File: src/rtl/vram_arbiter_if.sv
// Video RAM arbiter bus: video fetch, CPU access, screen-clear
// control and the single-port RAM side, grouped for the arbiter.
interface vram_arbiter_if #(
    parameter int ADDR_W = 10,
    parameter int DATA_W = 8
);
    logic              vid_req;
    logic [ADDR_W-1:0] vid_addr;
    logic              vid_ack;
    logic [DATA_W-1:0] vid_data;
    logic              cpu_req;
    logic              cpu_we;
    logic [ADDR_W-1:0] cpu_addr;
    logic [DATA_W-1:0] cpu_wdata;
    logic              cpu_ack;
    logic [DATA_W-1:0] cpu_rdata;
    logic              clr_start;
    logic [DATA_W-1:0] clr_char;
    logic              clr_busy;
    logic [ADDR_W-1:0] ram_addr;
    logic              ram_we;
    logic [DATA_W-1:0] ram_wdata;
    logic [DATA_W-1:0] ram_rdata;

    modport slave (
        input  vid_req, vid_addr, cpu_req, cpu_we, cpu_addr, cpu_wdata,
        input  clr_start, clr_char, ram_rdata,
        output vid_ack, vid_data, cpu_ack, cpu_rdata, clr_busy,
        output ram_addr, ram_we, ram_wdata
    );

    modport master (
        output vid_req, vid_addr, cpu_req, cpu_we, cpu_addr, cpu_wdata,
        output clr_start, clr_char, ram_rdata,
        input  vid_ack, vid_data, cpu_ack, cpu_rdata, clr_busy,
        input  ram_addr, ram_we, ram_wdata
    );
endinterface

File: src/rtl/vram_arbiter.sv
// Single-port video RAM arbiter: video > clear > CPU, with a CPU
// starvation counter that lets the CPU overtake a running screen fill.
module vram_arbiter #(
    parameter int ADDR_W     = 10,
    parameter int DATA_W     = 8,
    parameter int STARVE_MAX = 4
) (
    input logic           clk,
    input logic           reset,
    vram_arbiter_if.slave bus
);
    localparam int WAIT_W = $clog2(STARVE_MAX + 1);

    typedef enum logic {
        C_IDLE,
        C_FILL
    } clr_state_t;

    clr_state_t        state, state_nxt;
    logic [ADDR_W-1:0] fill_cnt, fill_cnt_nxt;
    logic [DATA_W-1:0] fill_char, fill_char_nxt;
    logic [WAIT_W-1:0] wait_cnt, wait_cnt_nxt;
    logic [ADDR_W-1:0] addr_q;
    logic              vid_ack_q, cpu_ack_q;
    logic              vid_ok, cpu_ok, clr_ok, starved;
    logic              gnt_vid, gnt_cpu, gnt_clr;

    // A requester whose ack is due this cycle sits out arbitration.
    always_comb begin
        vid_ok  = !reset && bus.vid_req && !vid_ack_q;
        cpu_ok  = !reset && bus.cpu_req && !cpu_ack_q;
        clr_ok  = !reset && (state == C_FILL);
        starved = (wait_cnt == WAIT_W'(STARVE_MAX));
        gnt_vid = vid_ok;
        gnt_cpu = !vid_ok && cpu_ok && (starved || !clr_ok);
        gnt_clr = !vid_ok && !gnt_cpu && clr_ok;
    end

    always_comb begin
        bus.ram_addr  = addr_q;
        bus.ram_we    = 1'b0;
        bus.ram_wdata = '0;
        if (gnt_vid) begin
            bus.ram_addr = bus.vid_addr;
        end else if (gnt_cpu) begin
            bus.ram_addr  = bus.cpu_addr;
            bus.ram_we    = bus.cpu_we;
            bus.ram_wdata = bus.cpu_we ? bus.cpu_wdata : '0;
        end else if (gnt_clr) begin
            bus.ram_addr  = fill_cnt;
            bus.ram_we    = 1'b1;
            bus.ram_wdata = fill_char;
        end
    end

    always_comb begin
        state_nxt     = state;
        fill_cnt_nxt  = fill_cnt;
        fill_char_nxt = fill_char;
        unique case (state)
            C_IDLE: begin
                if (bus.clr_start) begin
                    state_nxt     = C_FILL;
                    fill_cnt_nxt  = '0;
                    fill_char_nxt = bus.clr_char;
                end
            end
            C_FILL: begin
                // Last address ends the fill; the counter never wraps.
                if (gnt_clr) begin
                    if (&fill_cnt) state_nxt = C_IDLE;
                    else fill_cnt_nxt = fill_cnt + ADDR_W'(1);
                end
            end
            default: state_nxt = C_IDLE;
        endcase
    end

    always_comb begin
        wait_cnt_nxt = wait_cnt;
        if (!bus.cpu_req || gnt_cpu) wait_cnt_nxt = '0;
        else if (!starved) wait_cnt_nxt = wait_cnt + WAIT_W'(1);
    end

    always_ff @(posedge clk or posedge reset) begin
        if (reset) begin
            state     <= C_IDLE;
            fill_cnt  <= '0;
            fill_char <= '0;
            wait_cnt  <= '0;
            addr_q    <= '0;
            vid_ack_q <= 1'b0;
            cpu_ack_q <= 1'b0;
        end else begin
            state     <= state_nxt;
            fill_cnt  <= fill_cnt_nxt;
            fill_char <= fill_char_nxt;
            wait_cnt  <= wait_cnt_nxt;
            addr_q    <= bus.ram_addr;
            vid_ack_q <= gnt_vid;
            cpu_ack_q <= gnt_cpu;
        end
    end

    assign bus.vid_ack   = vid_ack_q;
    assign bus.cpu_ack   = cpu_ack_q;
    assign bus.vid_data  = bus.ram_rdata;
    assign bus.cpu_rdata = bus.ram_rdata;
    assign bus.clr_busy  = (state == C_FILL);
endmodule
File: src/flat_wrapper.sv
// flat-port wrapper written by rule: the top's interface ports become plain ports
module vram_arbiter_flat 
#(
    parameter int ADDR_W     = 10,
    parameter int DATA_W     = 8,
    parameter int STARVE_MAX = 4
)
  (clk, reset, bus_vid_req, bus_vid_addr, bus_cpu_req, bus_cpu_we, bus_cpu_addr, bus_cpu_wdata, bus_clr_start, bus_clr_char, bus_ram_rdata, bus_vid_ack, bus_vid_data, bus_cpu_ack, bus_cpu_rdata, bus_clr_busy, bus_ram_addr, bus_ram_we, bus_ram_wdata);
  vram_arbiter_if #(.ADDR_W(ADDR_W), .DATA_W(DATA_W)) bus_i ();
  input logic clk;
  input logic reset;
  input wire logic [$bits(bus_i.vid_req)-1:0] bus_vid_req;
  input wire logic [$bits(bus_i.vid_addr)-1:0] bus_vid_addr;
  input wire logic [$bits(bus_i.cpu_req)-1:0] bus_cpu_req;
  input wire logic [$bits(bus_i.cpu_we)-1:0] bus_cpu_we;
  input wire logic [$bits(bus_i.cpu_addr)-1:0] bus_cpu_addr;
  input wire logic [$bits(bus_i.cpu_wdata)-1:0] bus_cpu_wdata;
  input wire logic [$bits(bus_i.clr_start)-1:0] bus_clr_start;
  input wire logic [$bits(bus_i.clr_char)-1:0] bus_clr_char;
  input wire logic [$bits(bus_i.ram_rdata)-1:0] bus_ram_rdata;
  output wire logic [$bits(bus_i.vid_ack)-1:0] bus_vid_ack;
  output wire logic [$bits(bus_i.vid_data)-1:0] bus_vid_data;
  output wire logic [$bits(bus_i.cpu_ack)-1:0] bus_cpu_ack;
  output wire logic [$bits(bus_i.cpu_rdata)-1:0] bus_cpu_rdata;
  output wire logic [$bits(bus_i.clr_busy)-1:0] bus_clr_busy;
  output wire logic [$bits(bus_i.ram_addr)-1:0] bus_ram_addr;
  output wire logic [$bits(bus_i.ram_we)-1:0] bus_ram_we;
  output wire logic [$bits(bus_i.ram_wdata)-1:0] bus_ram_wdata;
  assign bus_i.vid_req = bus_vid_req;
  assign bus_i.vid_addr = bus_vid_addr;
  assign bus_i.cpu_req = bus_cpu_req;
  assign bus_i.cpu_we = bus_cpu_we;
  assign bus_i.cpu_addr = bus_cpu_addr;
  assign bus_i.cpu_wdata = bus_cpu_wdata;
  assign bus_i.clr_start = bus_clr_start;
  assign bus_i.clr_char = bus_clr_char;
  assign bus_i.ram_rdata = bus_ram_rdata;
  assign bus_vid_ack = bus_i.vid_ack;
  assign bus_vid_data = bus_i.vid_data;
  assign bus_cpu_ack = bus_i.cpu_ack;
  assign bus_cpu_rdata = bus_i.cpu_rdata;
  assign bus_clr_busy = bus_i.clr_busy;
  assign bus_ram_addr = bus_i.ram_addr;
  assign bus_ram_we = bus_i.ram_we;
  assign bus_ram_wdata = bus_i.ram_wdata;
  vram_arbiter #(.ADDR_W(ADDR_W), .DATA_W(DATA_W), .STARVE_MAX(STARVE_MAX)) u_core (.clk(clk), .reset(reset), .bus(bus_i));
endmodule
File: config.mk
export PLATFORM = sky130hd
export DESIGN_NAME = vram_arbiter_flat
export DESIGN_NICKNAME = d
export VERILOG_FILES = /design/src/rtl/vram_arbiter_if.sv /design/src/rtl/vram_arbiter.sv /design/src/flat_wrapper.sv
export SDC_FILE = /design/constraint.sdc
export NUM_CORES = 1
export LEC_CHECK = 0
export ABC_AREA = 1
export BUFFER_PORTS_ARGS = -buffer_cell sky130_fd_sc_hd__clkbuf_2
export CAP_MARGIN = 0
export CORE_MARGIN = 2
export CORE_UTILIZATION = 43
export DETAILED_ROUTE_END_ITERATION = 10
export GPL_ROUTABILITY_DRIVEN = 0
export HOLD_SLACK_MARGIN = 0.02
export PLACE_DENSITY = 0.87
export REMOVE_ABC_BUFFERS = 1
export SYNTH_ARGS = -nofsm -noshare
export SYNTH_HDL_FRONTEND = slang
export SYNTH_SLANG_ARGS = --single-unit
File: constraint.sdc
create_clock -name clk -period 1.7 [get_ports clk]
set_input_delay 0.255 -clock clk [delete_from_list [all_inputs] [get_ports clk]]
set_output_delay 0.255 -clock clk [all_outputs]
set_load 0.02 [all_outputs]
Yosys cells after proc, flatten, opt, wreduce, memory -nomap -nowiden:

Cells that the tools add are included.

* output and inout port bits: 38
* flip-flop bits (word level): 34
* logic and storage cells: 56

* add/sub/neg operators: 2
* muxes and demuxes: 20
* equality and inequality tests: 5
* bitwise logic cells: 1
* reduce and logical (&&, ||, !) cells: 21

Operators with widths (count)
* two-way mux 10 bit: 6
* two-way mux 8 bit: 4
* case mux 10 bit (2 select lines): 1
* adder 10 x 1 -> 10 bit, second input constant: 1
* AND reduction 10 bit: 1
* logical AND 1 bit: 9
* != test 2 bit, second input constant: 4
* zero test 1 bit: 7
* two-way mux 1 bit: 6
* two-way mux 3 bit: 2
* adder 3 x 1 -> 3 bit, second input constant: 1
* == test 3 bit, second input constant: 1
* AND reduction 3 bit: 1
* logical OR 1 bit: 2
* case mux 1 bit (2 select lines): 1
* AND reduction 2 bit: 1
* inverter 1 bit: 1

Logic depth before layout (Yosys ltp):

Gate-level depths: netlist of the first run.

* word-level depth: 12
* gate-level depth with buffers: 10

Worst setup path after synthesis of the first run:

No wires, ideal clock.

* path type: input to output
* start: input reset
* end: output bus_ram_addr[9]
* path buffers: 1
* data arrival time: 1.675 ns
* setup slack: -0.230 ns
* stages on the path: 8
* data required time: 1.445 ns
* path through: inv_2 > nand3_1 > inv_2 > nor2_4 > buf_4 > nand2_1 > o21ai_1 > nor2_1

* longest elaborated chain between the ends: 12

RTL lines
* from (decl): RTL line flat_wrapper.sv:11 `input logic reset;`
* zero test 1 bit *: RTL line vram_arbiter.sv:30, vram_arbiter.sv:31, vram_arbiter.sv:32
* logical AND 1 bit (2 in series): RTL line vram_arbiter.sv:30 `vid_ok = !reset && bus.vid_req && !vid_ack_q;`
* zero test 1 bit: RTL line vram_arbiter.sv:35, vram_arbiter.sv:36
* logical AND 1 bit (2 in series): RTL line vram_arbiter.sv:35 `gnt_cpu = !vid_ok && cpu_ok && (starved || !clr_ok);`
* zero test 1 bit: RTL line vram_arbiter.sv:36 `gnt_clr = !vid_ok && !gnt_cpu && clr_ok;`
* logical AND 1 bit (2 in series): RTL line vram_arbiter.sv:36
* two-way mux 10 bit: RTL line vram_arbiter.sv:49 `end else if (gnt_clr) begin`
* two-way mux 10 bit: RTL line vram_arbiter.sv:45 `end else if (gnt_cpu) begin`
* two-way mux 10 bit *: RTL line vram_arbiter.sv:43 `if (gnt_vid) begin`
* to (decl): RTL line flat_wrapper.sv:26 `output wire logic [$bits(bus_i.ram_addr)-1:0] bus_ram_addr;`

Every way passes the cells marked *; elsewhere a longest branch is shown, timed or not.

Worst setup path in the final report of the first run:

* start: register u_core.wait_cnt[0]
* end: output bus_ram_addr[9]

* longest elaborated chain between the ends: 9

RTL lines
* from (decl): RTL line vram_arbiter.sv:22 `logic [WAIT_W-1:0] wait_cnt, wait_cnt_nxt;`
* from (signal assigned): RTL line vram_arbiter.sv:98 `wait_cnt <= wait_cnt_nxt;`
* == test 3 bit *: RTL line vram_arbiter.sv:33 `starved = (wait_cnt == WAIT_W'(STARVE_MAX));`
* logical OR 1 bit *: RTL line vram_arbiter.sv:35
* logical AND 1 bit *: RTL line vram_arbiter.sv:35
* zero test 1 bit: RTL line vram_arbiter.sv:36
* logical AND 1 bit (2 in series): RTL line vram_arbiter.sv:36
* two-way mux 10 bit: RTL line vram_arbiter.sv:49
* two-way mux 10 bit *: RTL line vram_arbiter.sv:45
* two-way mux 10 bit *: RTL line vram_arbiter.sv:43

Marks and branches as above.

==> key figures, run 1 <==
Cells and area
  • Finished Layout Cells: 434
  • Multi-input gate area: 0.001152 sq mm
  • Reg area: 852.1 sq um
  • Area Overhead vs Synth: 45.74%
  • Commonest non-fill, non-tap cell in the layout: nand2_1
  • N_diodes: 0
  • Nets: 420
  • Share of cells above drive strength 1: 43.32%
  • Fillers: 351
  • Most frequent cells in the layout: nand2_1 (65), clkbuf_2 (44), buf_4 (35)

Setup path
  • Max stage delay on crit path: 390 ps
  • Top delay family on crit path: simple AND/OR/NAND/NOR gates
  • CP max-delay cell: dfrtp_1
  • Required time of the worst setup path: 1440 ps
  • Critical path class: reg -> out
  • Buf/Inv on CP: 3
  • Worst reg2reg path startpoint: u_core.wait_cnt[0]$_DFFE_PP0P_
  • FF-to-FF setup slack: -230 ps
  • Critical Path Most Common Cell: nand2_4
  • CP Capture Type: primary output
  • Cell chain of the critical path: inv_2, ha_4, nand2_4, nand2_4, nand3_4, nor2_4, buf_6, nand2_4, o21ai_2, nor2_2, buf_6
  • Crit start category: flop
  • Worst-path maximum fanout: 6
  • Worst r2r dst: u_core.addr_q[9]$_DFF_PP0_
  • WP data arrival: 1910 ps
  • Worst R2R Path Depth: 13

GRT
  • Largest net degree at the start of global routing: 19
  • First-pass GRT wire length: 9956 microns
  • Vias in the first global route: 2153
  • Global route total overflow: 0
  • GRT Total Usage: 24.37%
  • Initial antenna violation count: 0

Route
  • Wire length per cell: 15.95 microns
  • Via-to-Cell Ratio: 5.288
  • Routed Antenna Nets: 0
  • Vias: 2295
  • Drt initial violations: 156
  • First-pass DRT Iterations: 5
  • Total Wirelength: 6924 microns
  • # DRC: 0

STA
  • Setup TNS: -8095 ps
  • Clock period minus final worst setup slack: 2164 ps
  • Unrepaired setup endpoints after global routing: true
  • PnR worst setup slack: -464.1 ps
  • Number of hold violations in the final report: 0
  • Peak Freq: 0.4621 GHz
  • Worst Max-Slew Pin Slew: 277.4 ps
  • Worst rel slew slack: 81.46%
  • Fin Hold WS: 198.6 ps
  • Final Slew Violations: 0
  • Skew final: 5.127 ps
  • # setup viols final: 21
  • Crit share post-route: 127.3%

Min path
  • HP Start: bus_clr_char[7]
  • Hold EP: u_core.fill_char[7]$_DFFE_PP0P_
  • Hold WC Path Type: in -> reg
  • Hold Path Depth: 2

Logic synthesis
  • Synthesized area: 0.002115 sq mm
  • Synth cell types: 29
  • Cells after synthesis: 282
  • Register bit total from synthesis: 34
  • Seq/Total Area, Yosys: 40.24%
  • Syn. warnings: 0
  • Synth Area per Inst: 7.498 sq um

Die
  • Core area: 0.004723 sq mm
  • Die area: 0.005495 sq mm
  • Width of the chip: 74.13 microns
  • Initial Utilization: 44.77%
  • Die height: 74.13 microns
  • Core Rows: 25
  • IO Count: 88

Clocking
  • Reg clk slew, reported paths: 70 ps
  • Total CTS buffers: 5
  • CTS Buffer Depth: 2
  • Clock sinks: 34
  • CTS H-tree depth: 2
  • Clk_lat worst skew: 290 ps
  • Root Driver: clkbuf_8
  • CTS tree: yes

Run
  • Max_cap viols: 0

Pwr
  • Total chip power: 3.110 mW
  • P_leak: 1.644 nW
  • Peak supply drop: 0.5162 mV
  • Power Density: 1009 mW/mm^2

Placement
  • Port bufs: 63
  • Dpl hpwl: 3991 microns
  • Placed Instances: 412

Run status
  • Status: finished with violations
  • Failing checks: negative setup slack
-- state kept, by name, summed over array words and instances (netlist names) --
register,count
u_core.addr_q,10
u_core.bus.clr_busy,1
u_core.bus.cpu_ack,1
u_core.wait_cnt,3
u_core.fill_cnt,10
u_core.fill_char,8
u_core.bus.vid_ack,1
-- final cells by class --
type	instances	share of cell area, %
Tap cell	67	2.720
Multi-Input combinational cell	189	37.39
Sequential cell	34	27.65
Clock buffer	7	2.477
Inverter	34	4.141
Timing Repair Buffer	103	25.62
-- how the worst max path moves through the flow --
stage / endpoint / start / slack, ps / depth (start not counted)
2_1_floorplan: bus_ram_addr[0] / reset / -310 / 7
4_1_cts: bus_ram_wdata[2] / u_core.wait_cnt[1]$_DFFE_PP0P_ / -390 / 10
6_report: bus_ram_addr[9] / u_core.wait_cnt[0]$_DFFE_PP0P_ / -460 / 11
3_3_place_gp: bus_ram_addr[2] / u_core.wait_cnt[0]$_DFFE_PP0P_ / -50 / 11
3_5_place_dp: bus_ram_addr[9] / u_core.wait_cnt[0]$_DFFE_PP0P_ / -130 / 11
5_1_grt: bus_ram_addr[9] / u_core.wait_cnt[0]$_DFFE_PP0P_ / -570 / 11
-- cells in the mapped netlist, drive strengths merged --
cell	count	share of area, %
ha	3	1.8
nor2	23	4.9
nand4	2	0.89
o211ai	1	0.36
xnor2	1	0.41
mux2	1	0.53
buf	25	8.8
a21oi	11	3.1
xor2	3	1.2
dfrtp	34	40
nand3	53	13
clkbuf	1	0.18
nand3b	2	0.71
nor3b	2	0.71
o21ai	11	2.6
nand2	75	14
inv	34	6.0
-- per-stage QoR --
stage	instance area, sq um	setup slack, ps	util, %
2_1_floorplan	1926	-314.8	-
3_3_place_gp	2520	-48.82	53.35
3_5_place_dp	2520	-125.3	53.35
4_1_cts	2884	-387.5	61.06
5_1_grt	3082	-565.5	65.25
6_report	3082	-464.1	65.25
-- where the power goes --
part           internal [mW]  switching, mW  leakage [nW]  total [mW]
registers              0.997          0.127         0.420        1.12
clock network          0.282          0.282        0.0383       0.563
logic                  0.687          0.736          1.19        1.42
total                   1.97           1.14          1.64        3.11
-- timing repair --
action | 4_1_cts | 5_1_grt
hold endpoints to repair | 25 | 0
endpoints found under the setup margin | 27 | 36
gates resized for setup | 54 | 50
setup buffers | 8 | 9
hold buffers | 1 | 0
gates cloned | 1 | 2
pin swaps | 3 | 9
-- metal layers --
layer  wire (microns)  vias to the layer above  GRT usage, %
li1                 -                     1058             -
met1             2467                     1066         26.12
met2             3596                      145         41.27
met3              563                       26         8.537
met4              297                        0         14.75
met5                0                        -             0
-- logic make-up (layout without fill, tap and decap cells) --
group | count (synthesis) | count (layout) | synth area share [%]
AO/OA/AOI/OAI | 23 | 23 | 6.095
XOR/XNOR | 4 | 4 | 1.657
adder cells (fa/ha/maj) | 3 | 3 | 1.775
buffers and inverters | 60 | 144 | 14.97
flip-flops | 34 | 34 | 40.24
multiplexers | 1 | 1 | 0.5325
AND/OR/NAND/NOR | 157 | 158 | 34.73
(Power assumes the default switching activity.)
==> run 2, diff against run 1 <==
--- a/config.mk
+++ b/config.mk
@@ -8,12 +8,13 @@
 export ABC_AREA = 1
 export BUFFER_PORTS_ARGS = -buffer_cell sky130_fd_sc_hd__clkbuf_2
 export CAP_MARGIN = 0
+export CORE_ASPECT_RATIO = 0.9
 export CORE_MARGIN = 2
-export CORE_UTILIZATION = 43
+export CORE_UTILIZATION = 50
 export DETAILED_ROUTE_END_ITERATION = 10
 export GPL_ROUTABILITY_DRIVEN = 0
 export HOLD_SLACK_MARGIN = 0.02
-export PLACE_DENSITY = 0.87
+export PLACE_DENSITY = 0.94
 export REMOVE_ABC_BUFFERS = 1
 export SYNTH_ARGS = -nofsm -noshare
 export SYNTH_HDL_FRONTEND = slang
==> constraint.sdc (replaced) <==
create_clock -name clk -period 2.6 [get_ports clk]
set_input_delay 0.39 -clock clk [delete_from_list [all_inputs] [get_ports clk]]
set_output_delay 0.39 -clock clk [all_outputs]
set_load 0.02 [all_outputs]
==> run 2 against run 1 <==
Net effect: critical path depth unchanged; clock power down 12%; the run now ends clean; global-route usage down 2.0 points; combinational power down 60%; die area down 13%; non-clock buffer count down 29.
==> key figures, run 2 (same netlist as run 1, synthesis figures left out) <==
STA
  • Peak Freq: 0.3966 GHz
  • Skew final: 10.26 ps (+5.132 ps)
  • Worst Max-Slew Pin Slew: 489.5 ps (+212.0 ps)
  • # setup viols final: 0 (-100%)
  • Setup TNS: 0 ps (+8095 ps)
  • Fin Hold WS: 226.6 ps (+27.99 ps)
  • Worst rel slew slack: 67.25% (-14 points)
  • Crit share post-route: 96.99%
  • Final Slew Violations: 0 (unchanged)
  • Clock period minus final worst setup slack: 2522 ps
  • Number of hold violations in the final report: 0 (unchanged)

Route
  • Drt initial violations: 128 (-18%)
  • # DRC: 0 (unchanged)
  • Vias: 2030 (-12%)
  • Total Wirelength: 5289 microns (-24%)
  • First-pass DRT Iterations: 4 (-1)
  • Via-to-Cell Ratio: 5.259 (-0.55%)
  • Wire length per cell: 13.70 microns (-14%)
  • Routed Antenna Nets: 0 (unchanged)

Cells and area
  • Regs by FF count: u_core.addr_q (10), u_core.fill_cnt (10), u_core.fill_char (8)
  • Nets: 391 (-6.9%)
  • Most frequent cells in the layout: nand2_1 (70), clkbuf_2 (63), nand3_1 (51)
  • Fillers: 351 (unchanged)
  • Finished Layout Cells: 386 (-11%)
  • Share of cells above drive strength 1: 28.99% (-14 points)
  • N_diodes: 0 (unchanged)
  • Area Overhead vs Synth: 18.70%
  • Commonest non-fill, non-tap cell in the layout: nand2_1
  • Finished Core Util: 61.61% (-3.6 points)

Clocking
  • CTS tree: yes
  • Root Driver: clkbuf_8
  • CTS Buffer Depth: 2 (unchanged)
  • Total CTS buffers: 5 (unchanged)
  • Clock sinks: 34 (unchanged)
  • CTS H-tree depth: 2 (unchanged)
  • Reg clk slew, reported paths: 70 ps (about the same)
  • Clk_lat worst skew: 290 ps (about the same)

GRT
  • Largest net degree at the start of global routing: 34 (+15)
  • Vias in the first global route: 1848 (-14%)
  • Global route total overflow: 0 (unchanged)
  • First-pass GRT wire length: 8162 microns (-18%)
  • Initial antenna violation count: 0 (unchanged)
  • GRT Total Usage: 22.32% (-2.0 points)

Setup path
  • Buf/Inv on CP: 3 (unchanged)
  • CP Capture Type: primary output
  • Worst r2r dst: u_core.fill_cnt[2]$_DFFE_PP0P_
  • Worst R2R Path Depth: 10 (-3)
  • Crit start category: flop
  • Critical path class: reg -> out
  • CP max-delay cell: dfrtp_1
  • WP data arrival: 2130 ps (+220 ps)
  • Required time of the worst setup path: 2210 ps (+770 ps)
  • Worst-path maximum fanout: 10 (+4)
  • Critical Path Most Common Cell: nand3_1
  • Crit path from: u_core.wait_cnt[0]$_DFFE_PP0P_
  • Worst reg2reg path startpoint: u_core.wait_cnt[0]$_DFFE_PP0P_
  • Top delay family on crit path: simple AND/OR/NAND/NOR gates
  • FF-to-FF setup slack: 690 ps (+920 ps)
  • Cell chain of the critical path: inv_1, ha_1, nand2_1, nand2_2, nand3_4, nor2_4, buf_4, nor2_2, nand3_1, nand3_1, clkbuf_2
  • Max stage delay on crit path: 350 ps (-40 ps)

Die
  • IO Count: 88 (unchanged)
  • Die height: 65.70 microns (-11%)
  • Initial Utilization: 51.90% (+7.1 points)
  • Die area: 0.004766 sq mm (-13%)
  • Core area: 0.004074 sq mm (-14%)
  • Width of the chip: 72.55 microns (-2.1%)
  • Core Rows: 22 (-12%)

Pwr
  • Peak supply drop: 0.4869 mV (-5.7%)
  • Power Density: 717.7 mW/mm^2 (-29%)
  • Reg power frac: 40.9% (+4.8 points)
  • Sw frac: 35.10% (-1.7 points)
  • P_leak: 1.384 nW (-16%)
  • Int Pwr: 1.169 mW (-41%)
  • Total chip power: 1.801 mW (-42%)
  • Net switching power: 632.2 uW (-45%)
  • Clock share of power: 27.6% (+9.5 points)
  • Gate power share: 31.5% (-14 points)

Placement
  • Placed Instances: 369 (-10%)
  • Port bufs: 63 (unchanged)
  • Dpl hpwl: 3715 microns (-6.9%)

Min path
  • Hold WC Path Type: in -> async

Run
  • Max_cap viols: 0 (unchanged)

Run status
  • Status: finished clean
==> run 2: cell types whose count changed in the layout (fill, tap and decap cells not counted), sizes merged <==
cell / change
buf: -44
bufinv: +1
clkbuf: +14
==> run 2: metrics by stage <==
stage | instance area, sq um | setup WS, ps
floorplan | 1926 | 315.2
global placement | 2316 | 375.5
detailed placement | 2316 | 285.1
CTS | 2454 | 69.49
global route | 2510 | -11.25
finish | 2510 | 78.36
==> run 2: how the worst max path moves through the flow <==
stage | endpoint | depth (start not counted)
after floorplan | bus_ram_addr[0] | 7
after global placement | bus_ram_addr[9] | 11
after detailed placement | bus_ram_wdata[0] | 10
after CTS | bus_ram_addr[5] | 10
after global routing | bus_ram_addr[7] | 11
final | bus_ram_addr[3] | 11
==> run 2: repair_timing <==
item / 4_1_cts / 5_1_grt
endpoints found under the setup margin: 8 / 18
endpoints found under the hold margin: 1 / 0
buffers inserted: 2 / 6
hold buffers: 1 / 0
cloned: 0 / 1
pin swaps: 1 / 2
gates resized for setup: 0 / 1
==> run 2: layout make-up <==
class / instances / area [sq um] / area share, %
well taps: 48 / 60.06 / 2.393
inverters: 34 / 127.6 / 5.085
multi-input cells: 189 / 958.4 / 38.19
flip-flops and latches: 34 / 850.8 / 33.90
clock inverters: 1 / 30.03 / 1.196
clock buffers: 6 / 82.58 / 3.290
repair buffers: 74 / 400.4 / 15.95
==> run 2: worst reg2reg max path, stage by stage (launching register included) <==
cell and delay [ps]:
dfrtp_1 390, inv_1 90, ha_1 170, nand2_1 130
nand2_2 110, nand3_4 160, buf_4 200, nand3_2 220
nand2_2 180, nand2_1 110, nand2_1 50
==> run 2: layer usage <==
metal | part of all wire, % | vias to the layer above | GRT usage, %
met3 | 8.3 | 13 | 8.436
met5 | 0 | - | 0
met2 | 49 | 96 | 38.18
met1 | 41 | 923 | 24.93
met4 | 1.7 | 0 | 9.028
li1 | - | 998 | -
==> run 2: power groups by stage <==
stage	sequential [mW]	clock [mW]	combinational [mW]
floorplan	0.720	0	0.383
global placement	0.730	0	0.525
detailed placement	0.740	0	0.549
CTS	0.730	0.498	0.556
global route	0.748	0.526	0.634
finish	0.736	0.498	0.567
